--- src/rtl/regfile_arbiter_if.sv ---
`default_nettype none
// ============================================================================
//  Module      : regfile_arbiter_if
//  Description : Bundle of the two requester command/response channels and the
//                register-file port driven by the arbiter.
//  Revision    : 1.0  initial release
// ============================================================================
interface regfile_arbiter_if ();
    // Requester command channels
    logic       req0,   req1;
    logic       we0,    we1;
    logic       lock0,  lock1;
    logic [3:0] addr0,  addr1;
    logic [7:0] wdata0, wdata1;

    // Requester response channels
    logic       gnt0,    gnt1;
    logic       rvalid0, rvalid1;
    logic [7:0] rdata;

    // Register-file port
    logic [3:0] rf_raddr;
    logic [3:0] rf_waddr;
    logic       rf_ren;
    logic       rf_wen;
    logic [7:0] rf_wdata;
    logic [7:0] rf_rdata;

    // Requesters plus the register file itself
    modport master (
        output req0, req1, we0, we1, lock0, lock1,
        output addr0, addr1, wdata0, wdata1,
        input  gnt0, gnt1, rvalid0, rvalid1, rdata,
        input  rf_raddr, rf_waddr, rf_ren, rf_wen, rf_wdata,
        output rf_rdata
    );

    // The arbiter
    modport slave (
        input  req0, req1, we0, we1, lock0, lock1,
        input  addr0, addr1, wdata0, wdata1,
        output gnt0, gnt1, rvalid0, rvalid1, rdata,
        output rf_raddr, rf_waddr, rf_ren, rf_wen, rf_wdata,
        input  rf_rdata
    );
endinterface
`default_nettype wire

--- src/rtl/regfile_arbiter.sv ---
`default_nettype none
// ============================================================================
//  Module      : regfile_arbiter
//  Description : Round-robin arbiter/sequencer putting single-beat commands from
//                two requesters onto the shared 16x8 register-file port, with a
//                bounded lock for uninterrupted read-modify-write sequences.
//  Revision    : 1.0  initial release
// ============================================================================
module regfile_arbiter #(
    parameter int LOCK_MAX = 4
) (
    input  logic             Clk,
    input  logic             Rst,
    regfile_arbiter_if.slave bus
);

    localparam logic [3:0] c_lock_max = 4'(LOCK_MAX);

    typedef enum logic [1:0] {
        ST_OPEN  = 2'd0,
        ST_LOCK0 = 2'd1,
        ST_LOCK1 = 2'd2
    } state_t;

    state_t     r_state, w_state_nxt;
    logic [3:0] r_lcnt,  w_lcnt_nxt, w_lcnt_inc;
    logic       r_last,  w_last_nxt;
    logic       w_gnt0,  w_gnt1, w_gnt;

    logic       w_we;
    logic [3:0] w_addr;
    logic [7:0] w_wdata;

    logic [3:0] r_raddr, r_waddr;
    logic [7:0] r_wdata, r_rdata;
    logic       r_ren, r_wen, r_rd_port;
    logic       r_rvalid0, r_rvalid1;

    assign w_lcnt_inc = r_lcnt + 4'd1;

    // Grant selection and lock-tenure bookkeeping; r_lcnt counts the grants of
    // the current tenure, and the grant that brings it to LOCK_MAX ends it.
    always_comb begin
        w_state_nxt = r_state;
        w_lcnt_nxt  = r_lcnt;
        w_last_nxt  = r_last;
        w_gnt0      = 1'b0;
        w_gnt1      = 1'b0;
        if (Rst) begin
            case (r_state)
                ST_OPEN: begin
                    if (bus.req0 && (!bus.req1 || r_last)) begin
                        w_gnt0 = 1'b1;
                    end else if (bus.req1) begin
                        w_gnt1 = 1'b1;
                    end
                    if (w_gnt0) begin
                        w_last_nxt = 1'b0;
                        if (bus.lock0 && (c_lock_max > 4'd1)) begin
                            w_state_nxt = ST_LOCK0;
                            w_lcnt_nxt  = 4'd1;
                        end
                    end
                    if (w_gnt1) begin
                        w_last_nxt = 1'b1;
                        if (bus.lock1 && (c_lock_max > 4'd1)) begin
                            w_state_nxt = ST_LOCK1;
                            w_lcnt_nxt  = 4'd1;
                        end
                    end
                end
                ST_LOCK0: begin
                    w_state_nxt = ST_OPEN;
                    w_lcnt_nxt  = 4'd0;
                    if (bus.req0) begin
                        w_gnt0     = 1'b1;
                        w_last_nxt = 1'b0;
                        if (bus.lock0 && (w_lcnt_inc < c_lock_max)) begin
                            w_state_nxt = ST_LOCK0;
                            w_lcnt_nxt  = w_lcnt_inc;
                        end
                    end
                end
                ST_LOCK1: begin
                    w_state_nxt = ST_OPEN;
                    w_lcnt_nxt  = 4'd0;
                    if (bus.req1) begin
                        w_gnt1     = 1'b1;
                        w_last_nxt = 1'b1;
                        if (bus.lock1 && (w_lcnt_inc < c_lock_max)) begin
                            w_state_nxt = ST_LOCK1;
                            w_lcnt_nxt  = w_lcnt_inc;
                        end
                    end
                end
                default: begin
                    w_state_nxt = ST_OPEN;
                    w_lcnt_nxt  = 4'd0;
                end
            endcase
        end
    end

    assign w_gnt   = w_gnt0 | w_gnt1;
    assign w_we    = w_gnt1 ? bus.we1    : bus.we0;
    assign w_addr  = w_gnt1 ? bus.addr1  : bus.addr0;
    assign w_wdata = w_gnt1 ? bus.wdata1 : bus.wdata0;

    // Arbitration state register
    always_ff @(posedge Clk) begin
        if (!Rst) begin
            r_state <= ST_OPEN;
            r_lcnt  <= 4'd0;
            r_last  <= 1'b1;
        end else begin
            r_state <= w_state_nxt;
            r_lcnt  <= w_lcnt_nxt;
            r_last  <= w_last_nxt;
        end
    end

    // Launch the accepted command onto the register-file port for one cycle
    always_ff @(posedge Clk) begin
        if (!Rst) begin
            r_raddr   <= 4'd0;
            r_waddr   <= 4'd0;
            r_wdata   <= 8'd0;
            r_ren     <= 1'b0;
            r_wen     <= 1'b0;
            r_rd_port <= 1'b0;
        end else if (w_gnt) begin
            r_raddr   <= w_addr;
            r_waddr   <= w_addr;
            r_wdata   <= w_wdata;
            r_ren     <= ~w_we;
            r_wen     <= w_we;
            r_rd_port <= w_gnt1;
        end else begin
            r_ren     <= 1'b0;
            r_wen     <= 1'b0;
        end
    end

    // Capture read data and steer the valid pulse back to the issuing port
    always_ff @(posedge Clk) begin
        if (!Rst) begin
            r_rvalid0 <= 1'b0;
            r_rvalid1 <= 1'b0;
            r_rdata   <= 8'd0;
        end else begin
            r_rvalid0 <= r_ren & ~r_rd_port;
            r_rvalid1 <= r_ren &  r_rd_port;
            if (r_ren) begin
                r_rdata <= bus.rf_rdata;
            end
        end
    end

    assign bus.gnt0     = w_gnt0;
    assign bus.gnt1     = w_gnt1;
    assign bus.rvalid0  = r_rvalid0;
    assign bus.rvalid1  = r_rvalid1;
    assign bus.rdata    = r_rdata;
    assign bus.rf_raddr = r_raddr;
    assign bus.rf_waddr = r_waddr;
    assign bus.rf_ren   = r_ren;
    assign bus.rf_wen   = r_wen;
    assign bus.rf_wdata = r_wdata;

endmodule
`default_nettype wire

--- src/flat_wrapper.sv ---
// flat-port wrapper written by rule: the top's interface ports become plain ports
module regfile_arbiter_flat 
#(
    parameter int LOCK_MAX = 4
)
  (Clk, Rst, bus_req0, bus_req1, bus_we0, bus_we1, bus_lock0, bus_lock1, bus_addr0, bus_addr1, bus_wdata0, bus_wdata1, bus_gnt0, bus_gnt1, bus_rvalid0, bus_rvalid1, bus_rdata, bus_rf_raddr, bus_rf_waddr, bus_rf_ren, bus_rf_wen, bus_rf_wdata, bus_rf_rdata);
  regfile_arbiter_if bus_i ();
  input  logic Clk;
  input  logic Rst;
  input wire logic [$bits(bus_i.req0)-1:0] bus_req0;
  input wire logic [$bits(bus_i.req1)-1:0] bus_req1;
  input wire logic [$bits(bus_i.we0)-1:0] bus_we0;
  input wire logic [$bits(bus_i.we1)-1:0] bus_we1;
  input wire logic [$bits(bus_i.lock0)-1:0] bus_lock0;
  input wire logic [$bits(bus_i.lock1)-1:0] bus_lock1;
  input wire logic [$bits(bus_i.addr0)-1:0] bus_addr0;
  input wire logic [$bits(bus_i.addr1)-1:0] bus_addr1;
  input wire logic [$bits(bus_i.wdata0)-1:0] bus_wdata0;
  input wire logic [$bits(bus_i.wdata1)-1:0] bus_wdata1;
  output wire logic [$bits(bus_i.gnt0)-1:0] bus_gnt0;
  output wire logic [$bits(bus_i.gnt1)-1:0] bus_gnt1;
  output wire logic [$bits(bus_i.rvalid0)-1:0] bus_rvalid0;
  output wire logic [$bits(bus_i.rvalid1)-1:0] bus_rvalid1;
  output wire logic [$bits(bus_i.rdata)-1:0] bus_rdata;
  output wire logic [$bits(bus_i.rf_raddr)-1:0] bus_rf_raddr;
  output wire logic [$bits(bus_i.rf_waddr)-1:0] bus_rf_waddr;
  output wire logic [$bits(bus_i.rf_ren)-1:0] bus_rf_ren;
  output wire logic [$bits(bus_i.rf_wen)-1:0] bus_rf_wen;
  output wire logic [$bits(bus_i.rf_wdata)-1:0] bus_rf_wdata;
  input wire logic [$bits(bus_i.rf_rdata)-1:0] bus_rf_rdata;
  assign bus_i.req0 = bus_req0;
  assign bus_i.req1 = bus_req1;
  assign bus_i.we0 = bus_we0;
  assign bus_i.we1 = bus_we1;
  assign bus_i.lock0 = bus_lock0;
  assign bus_i.lock1 = bus_lock1;
  assign bus_i.addr0 = bus_addr0;
  assign bus_i.addr1 = bus_addr1;
  assign bus_i.wdata0 = bus_wdata0;
  assign bus_i.wdata1 = bus_wdata1;
  assign bus_gnt0 = bus_i.gnt0;
  assign bus_gnt1 = bus_i.gnt1;
  assign bus_rvalid0 = bus_i.rvalid0;
  assign bus_rvalid1 = bus_i.rvalid1;
  assign bus_rdata = bus_i.rdata;
  assign bus_rf_raddr = bus_i.rf_raddr;
  assign bus_rf_waddr = bus_i.rf_waddr;
  assign bus_rf_ren = bus_i.rf_ren;
  assign bus_rf_wen = bus_i.rf_wen;
  assign bus_rf_wdata = bus_i.rf_wdata;
  assign bus_i.rf_rdata = bus_rf_rdata;
  regfile_arbiter #(.LOCK_MAX(LOCK_MAX)) u_core (.Clk(Clk), .Rst(Rst), .bus(bus_i));
endmodule
--- config.mk ---
export PLATFORM = sky130hd
export DESIGN_NAME = regfile_arbiter_flat
export DESIGN_NICKNAME = d
export VERILOG_FILES = /design/src/rtl/regfile_arbiter_if.sv /design/src/rtl/regfile_arbiter.sv /design/src/flat_wrapper.sv
export SDC_FILE = /design/constraint.sdc
export NUM_CORES = 1
export LEC_CHECK = 0
export ABC_AREA = 1
export BUFFER_PORTS_ARGS = -buffer_cell sky130_fd_sc_hd__buf_2
export CAP_MARGIN = 20
export CORE_UTILIZATION = 30
export DETAILED_ROUTE_END_ITERATION = 16
export MAX_ROUTING_LAYER = met4
export PLACE_DENSITY = 0.59
export REMOVE_ABC_BUFFERS = 1
export SYNTH_ARGS = -nofsm -noshare
export SYNTH_HDL_FRONTEND = slang
export SYNTH_SLANG_ARGS = --single-unit
--- constraint.sdc ---
create_clock -name Clk -period 1.3 [get_ports Clk]
set_input_delay 0.13 -clock Clk [delete_from_list [all_inputs] [get_ports Clk]]
set_output_delay 0.13 -clock Clk [all_outputs]
set_load 0.01 [all_outputs]
Word-level counts from Yosys, hierarchy flattened
Cells that the tools add are included.
{ "totals": {"regBits": 32, "latchBits": 0, "ramBits": 0, "mem_bits_ro": 0, "output_inout_bits": 30, "memories": 0} }
{ "classes": {"add_sub_neg": 1, "multipliers": 0, "n_div": 0, "order_cmp": 1, "eq_ne": 5, "shifts": 0, "n_mux": 38, "n_bitwise": 5, "n_reduce_logical": 9} }
{ "ops": {"columns": ["cell", "count"], "rows": [
  ["4-bit two-way mux", 9],
  ["1-bit two-way mux", 16],
  ["2-bit two-way mux", 7],
  ["4-bit case mux with 3 select lines", 1],
  ["8-bit two-way mux", 1],
  ["2-bit case mux with 3 select lines", 1],
  ["4-bit by 1-bit adder with 4-bit output, second input constant", 1],
  ["4-bit by 3-bit less-than comparator with 1-bit output, second input constant", 1],
  ["2-bit != test, second input constant", 2],
  ["1-bit case mux with 2 select lines", 2],
  ["4-bit AND reduction", 1],
  ["1-bit logical AND", 3],
  ["3-bit != test, second input constant", 1],
  ["1-bit case mux with 3 select lines", 1],
  ["3-bit nonzero test", 1],
  ["1-bit bitwise AND", 2],
  ["2-bit by 1-bit equality test with 1-bit output, second input constant", 1],
  ["2-bit equality test, second input constant", 1],
  ["2-bit logical NOT", 1],
  ["1-bit inverter", 2],
  ["2-bit AND reduction", 1],
  ["1-bit logical NOT", 1],
  ["1-bit logical OR", 1],
  ["1-bit bitwise OR", 1]
]} }

Depth between registers and ports, before layout
{ "depth": {"depth_word": 10, "mapped_depth": 11, "ltp_nobuf": 10} }

Worst setup path before layout
OpenSTA, ideal clock, no wires.
{ "synth_timing": {"path_kind": "register to register", "from": "reg u_core.r_state[0]", "to": "reg u_core.r_ren, in the netlist u_core.bus.rf_ren", "setup_ns": 0.115, "t_arrival_ns": 1.266, "required_ns": 1.185, "setup_slack_ns": -0.081, "path_stages_with_launch": 9, "path_buffers": 1, "synth_period_minus_slack_ns": 1.381, "cell_sequence": "dfxtp_1 > inv_1 > ha_1 > nand3_1 > nand2_1 > nand2_2 > nand2_4 > buf_6 > and2_1"} }
{ "synth_between": {"elab_chain_len": 5} }
{ "synth_rtl": {"columns": ["element", "line", "source"], "rows": [
  ["start: declaration", "regfile_arbiter.sv:25", "state_t r_state, w_state_nxt;"],
  ["start signal: assignment", "regfile_arbiter.sv:116", "r_state <= w_state_nxt;"],
  ["2-bit by 1-bit equality test with 1-bit output (tied with other cells)", "regfile_arbiter.sv:50", "case (r_state)"],
  ["1-bit case mux with 2 select lines", "regfile_arbiter.sv:50", null],
  ["1-bit two-way mux", "regfile_arbiter.sv:49", "if (Rst) begin"],
  ["1-bit bitwise OR / 1-bit two-way mux (equally long branches)", "regfile_arbiter.sv:104, regfile_arbiter.sv:105", null],
  ["2-bit AND reduction (no source line) / 1-bit inverter (equally long branches)", null, null],
  ["end signal: assignment", "regfile_arbiter.sv:135", "r_ren <= ~w_we;"],
  ["end: declaration", "regfile_arbiter.sv:36", "logic r_ren, r_wen, r_rd_port;"]
]} }
Several ways; a longest one is shown, not always the timed one.
A chain may end at the register's enable or synchronous reset.

Worst setup path after layout
{ "layout_timing": {"from": "reg u_core.r_state[0]", "to": "out bus_gnt0"} }
{ "layout_between": {"elab_chain_len": 3} }
{ "layout_rtl": {"columns": ["element", "line", "source"], "rows": [
  ["2-bit by 1-bit equality test with 1-bit output / 2-bit logical NOT (equally long branches)", "regfile_arbiter.sv:50", null],
  ["1-bit case mux with 2 select lines *", "regfile_arbiter.sv:50", null],
  ["1-bit two-way mux *", "regfile_arbiter.sv:49", null],
  ["end: declaration", "flat_wrapper.sv:20", "output wire logic [$bits(bus_i.gnt0)-1:0] bus_gnt0;"]
]} }
Mark *: on every way between the ends. The rest lies on a longest branch, timed or not.

==> out/results.txt <==
clock sinks -> 32
Die Ht -> 77.2 um
critical path depth -> 8
DRC viols -> 0
Core Region -> 5470 um2
worst setup margin -> -0.189 ns
fin crit period -> 1.49 ns
routed vias/inst -> 4.37
layout cells sized above 1 -> 0.449
final setup vio count -> 19
worst hold endpoint -> u_core.bus.rdata[4]$_SDFFE_PN0P_
leak pwr -> 1.41 nW
initial antenna violation count -> 0
I/O pin total -> 70
CTS Buffer Depth -> 2
port bufs -> 69
slowest cell on the critical path -> dfxtp_4
commonest non-fill, non-tap cell in the layout -> buf_2
first-pass detailed-route iteration total -> 4
crit-path max cell delay -> 0.37 ns
Yosys reg bits -> 32
final net count -> 385
Final Hold Vio Count -> 0
part of the cycle the worst path needs -> 1.15
Fillers -> 553
Initial Util -> 0.310
fin cells -> 413
class of the worst hold path -> in -> reg
R2R depth -> 11
Max-slew headroom -> 0.812
unrepaired setup endpoints after global routing -> true
all-layer global routing usage -> 0.163
kind of cell adding the most delay to the critical path -> flip-flops
Power Density -> 1140 nW/um2
Worst R2R End -> u_core.bus.rf_wdata[3]$_SDFFE_PN0P_
CP cell instances -> inv_4, ha_4, nand3_2, nand2_2, nand2_2, buf_6, inv_2, buf_6
Area Overhead vs Synth -> 53.1%
violated checks -> setup timing
crit path buf inv count -> 4
CTS tree -> built
Tot Pwr -> 2.96 mW
maximum clock frequency -> 671 MHz
post-synthesis cell type count -> 24
DP Worst Slack -> -0.111 ns
Worst-Skew Late Latency -> 0.28 ns
CP Capture Type -> primary output
drt initial violations -> 79
Gate Count Post-Synth -> 251
Required @ worst endpoint -> 1.17 ns
CTS Buf Count -> 5
worst hold start -> bus_rf_rdata[4]
Post-Route WL -> 4.39 mm
Worst R2R Start -> u_core.r_state[0]$_SDFF_PN0_
Hold Crit Depth -> 3
clk_skew -> 0.00456 ns
wire length per cell -> 10.6 um
Antenna Violating Nets Remaining -> 0
final RePlAce weighted congestion -> 0.861
CP Max Fanout -> 3
Post-Synthesis Cell Area -> 1700 um2
synth warn -> 0
flop2flop setup slack -> -0.17 ns
hpwl dp -> 2.96 mm
Rows -> 27
CP Data Arrival Time -> 1.36 ns
Final Max Tran Viols -> 0
DIE AREA -> 5960 um2
vias in the first global route -> 1695
Worst setup SP type -> register
global-route congestion overflow total -> 0
n_diodes -> 0
Clock Tree Root -> clkbuf_8
post-synth top area share -> 0.377
Syn Area/Cell -> 6.76 um2
first-pass GRT wire length -> 7.49 mm
Placed Instances -> 396
die width -> 77.2 um
status -> finished with violations
final core occ -> 0.475
largest cells by area after synthesis -> dfxtp_1 38%, nand2_1 13%, nor2_1 13%
post-synth top area cell -> dfxtp_1
largest net degree at the start of global routing -> 21
vias -> 1806
Peak VDD IR -> 0.441 mV
WS Path Type -> reg -> out
Slew @ Worst Pin -> 0.281 ns
H-tree depth -> 2
Max Cap Viol -> 0
most frequent cells in the layout -> 67 x buf_2, 48 x nor2_1, 46 x nand2_1
sequential area share after synthesis -> 0.377
Final Hold Slack -> 0.0740 ns
Clk pin slew, worst setup/hold paths -> 0.07 ns
area by class of cell:
class / instances / area (um2) / area share
Clock buffer: 6 / 72.6 / 0.0279
Clock inverter: 2 / 35.0 / 0.0135
Inverter: 31 / 124 / 0.0477
Multi-Input combinational cell: 177 / 1030 / 0.395
Sequential cell: 32 / 647 / 0.249
Tap cell: 72 / 90.1 / 0.0347
Timing Repair Buffer: 93 / 604 / 0.233
timing repair:
item,4_1_cts,5_1_grt
resized for setup,38,34
setup endpoints to repair,17,24
setup buffers,8,2
hold buffers,0,0
cloned,2,0
pin swaps,13,18
sequential cells by signal, summed over array words and instances, names as in the netlist, 2 cells and up:
signal and flops:
u_core.bus.rdata 8, u_core.bus.rf_wdata 8, u_core.bus.rf_raddr 4, u_core.r_lcnt 4
u_core.r_state 2
worst register-to-register path, delay by kind of cell (launching register included):
kind	cells	cell delay, ns
and+or+nand+nor	7	0.50
DFF	1	0.37
buffers and inverters	3	0.35
adders and majority gates	1	0.15
how the worst max path moves through the flow:
stage | from | endpoint | slack [ns]
floorplan | u_core.r_state[0]$_SDFF_PN0_ | u_core.bus.rf_ren$_SDFF_PN0_ | -0.17
global placement | u_core.r_state[0]$_SDFF_PN0_ | u_core.bus.rf_wdata[4]$_SDFFE_PN0P_ | -0.08
detailed placement | u_core.r_state[0]$_SDFF_PN0_ | u_core.bus.rf_wdata[4]$_SDFFE_PN0P_ | -0.11
CTS | u_core.r_state[0]$_SDFF_PN0_ | bus_gnt0 | -0.18
global route | u_core.r_state[0]$_SDFF_PN0_ | bus_gnt0 | -0.25
finish | u_core.r_state[0]$_SDFF_PN0_ | bus_gnt0 | -0.19
layer usage:
metal,track usage,vias to the layer above,wire (um),part of all wire
met5,-,-,0,0
met4,0.0528,0,34,0.0077
met3,0.0536,2,302,0.069
met2,0.264,67,2050,0.47
met1,0.190,791,2000,0.46
li1,-,946,-,-
power by group:
| group | internal, mW | total (mW) | switching [mW] | leakage [nW] |
|---|---|---|---|---|
| logic | 0.419 | 0.886 | 0.467 | 1.10 |
| registers | 1.08 | 1.14 | 0.0549 | 0.264 |
| clock network | 0.568 | 0.931 | 0.363 | 0.0552 |
| total | 2.07 | 2.96 | 0.885 | 1.41 |
cells in the mapped netlist:
cell type	n
a21oi_1	5
nand4_1	1
nor4_1	1
o21ai_2	1
dfxtp_1	32
buf_4	5
and2_1	1
clkbuf_1	1
nand2_4	3
nand3b_1	13
nor2_1	59
nand3_1	7
o22ai_1	1
o21ai_0	10
clkinv_1	1
o211ai_1	1
ha_1	5
inv_1	30
buf_2	1
nand2_2	4
nor3_1	2
nand2_1	61
o31ai_1	1
buf_6	5
kinds of logic after synthesis:
family,Yosys count,synth area share
and+or+nand+nor,152,0.395
buffers and inverters,43,0.129
DFF,32,0.377
AOI/OAI and AO/OA,19,0.0619
adders and majority gates,5,0.0368
stage by stage:
stage	TNS, ns	instance area, um2
after global routing	-3.88	2600
after floorplan	-1.74	1600
after CTS	-2.09	2490
after detailed placement	-1.43	2180
after global placement	-0.867	2180
final	-2.35	2600
Note: power is estimated with default switching activity, not from simulation.
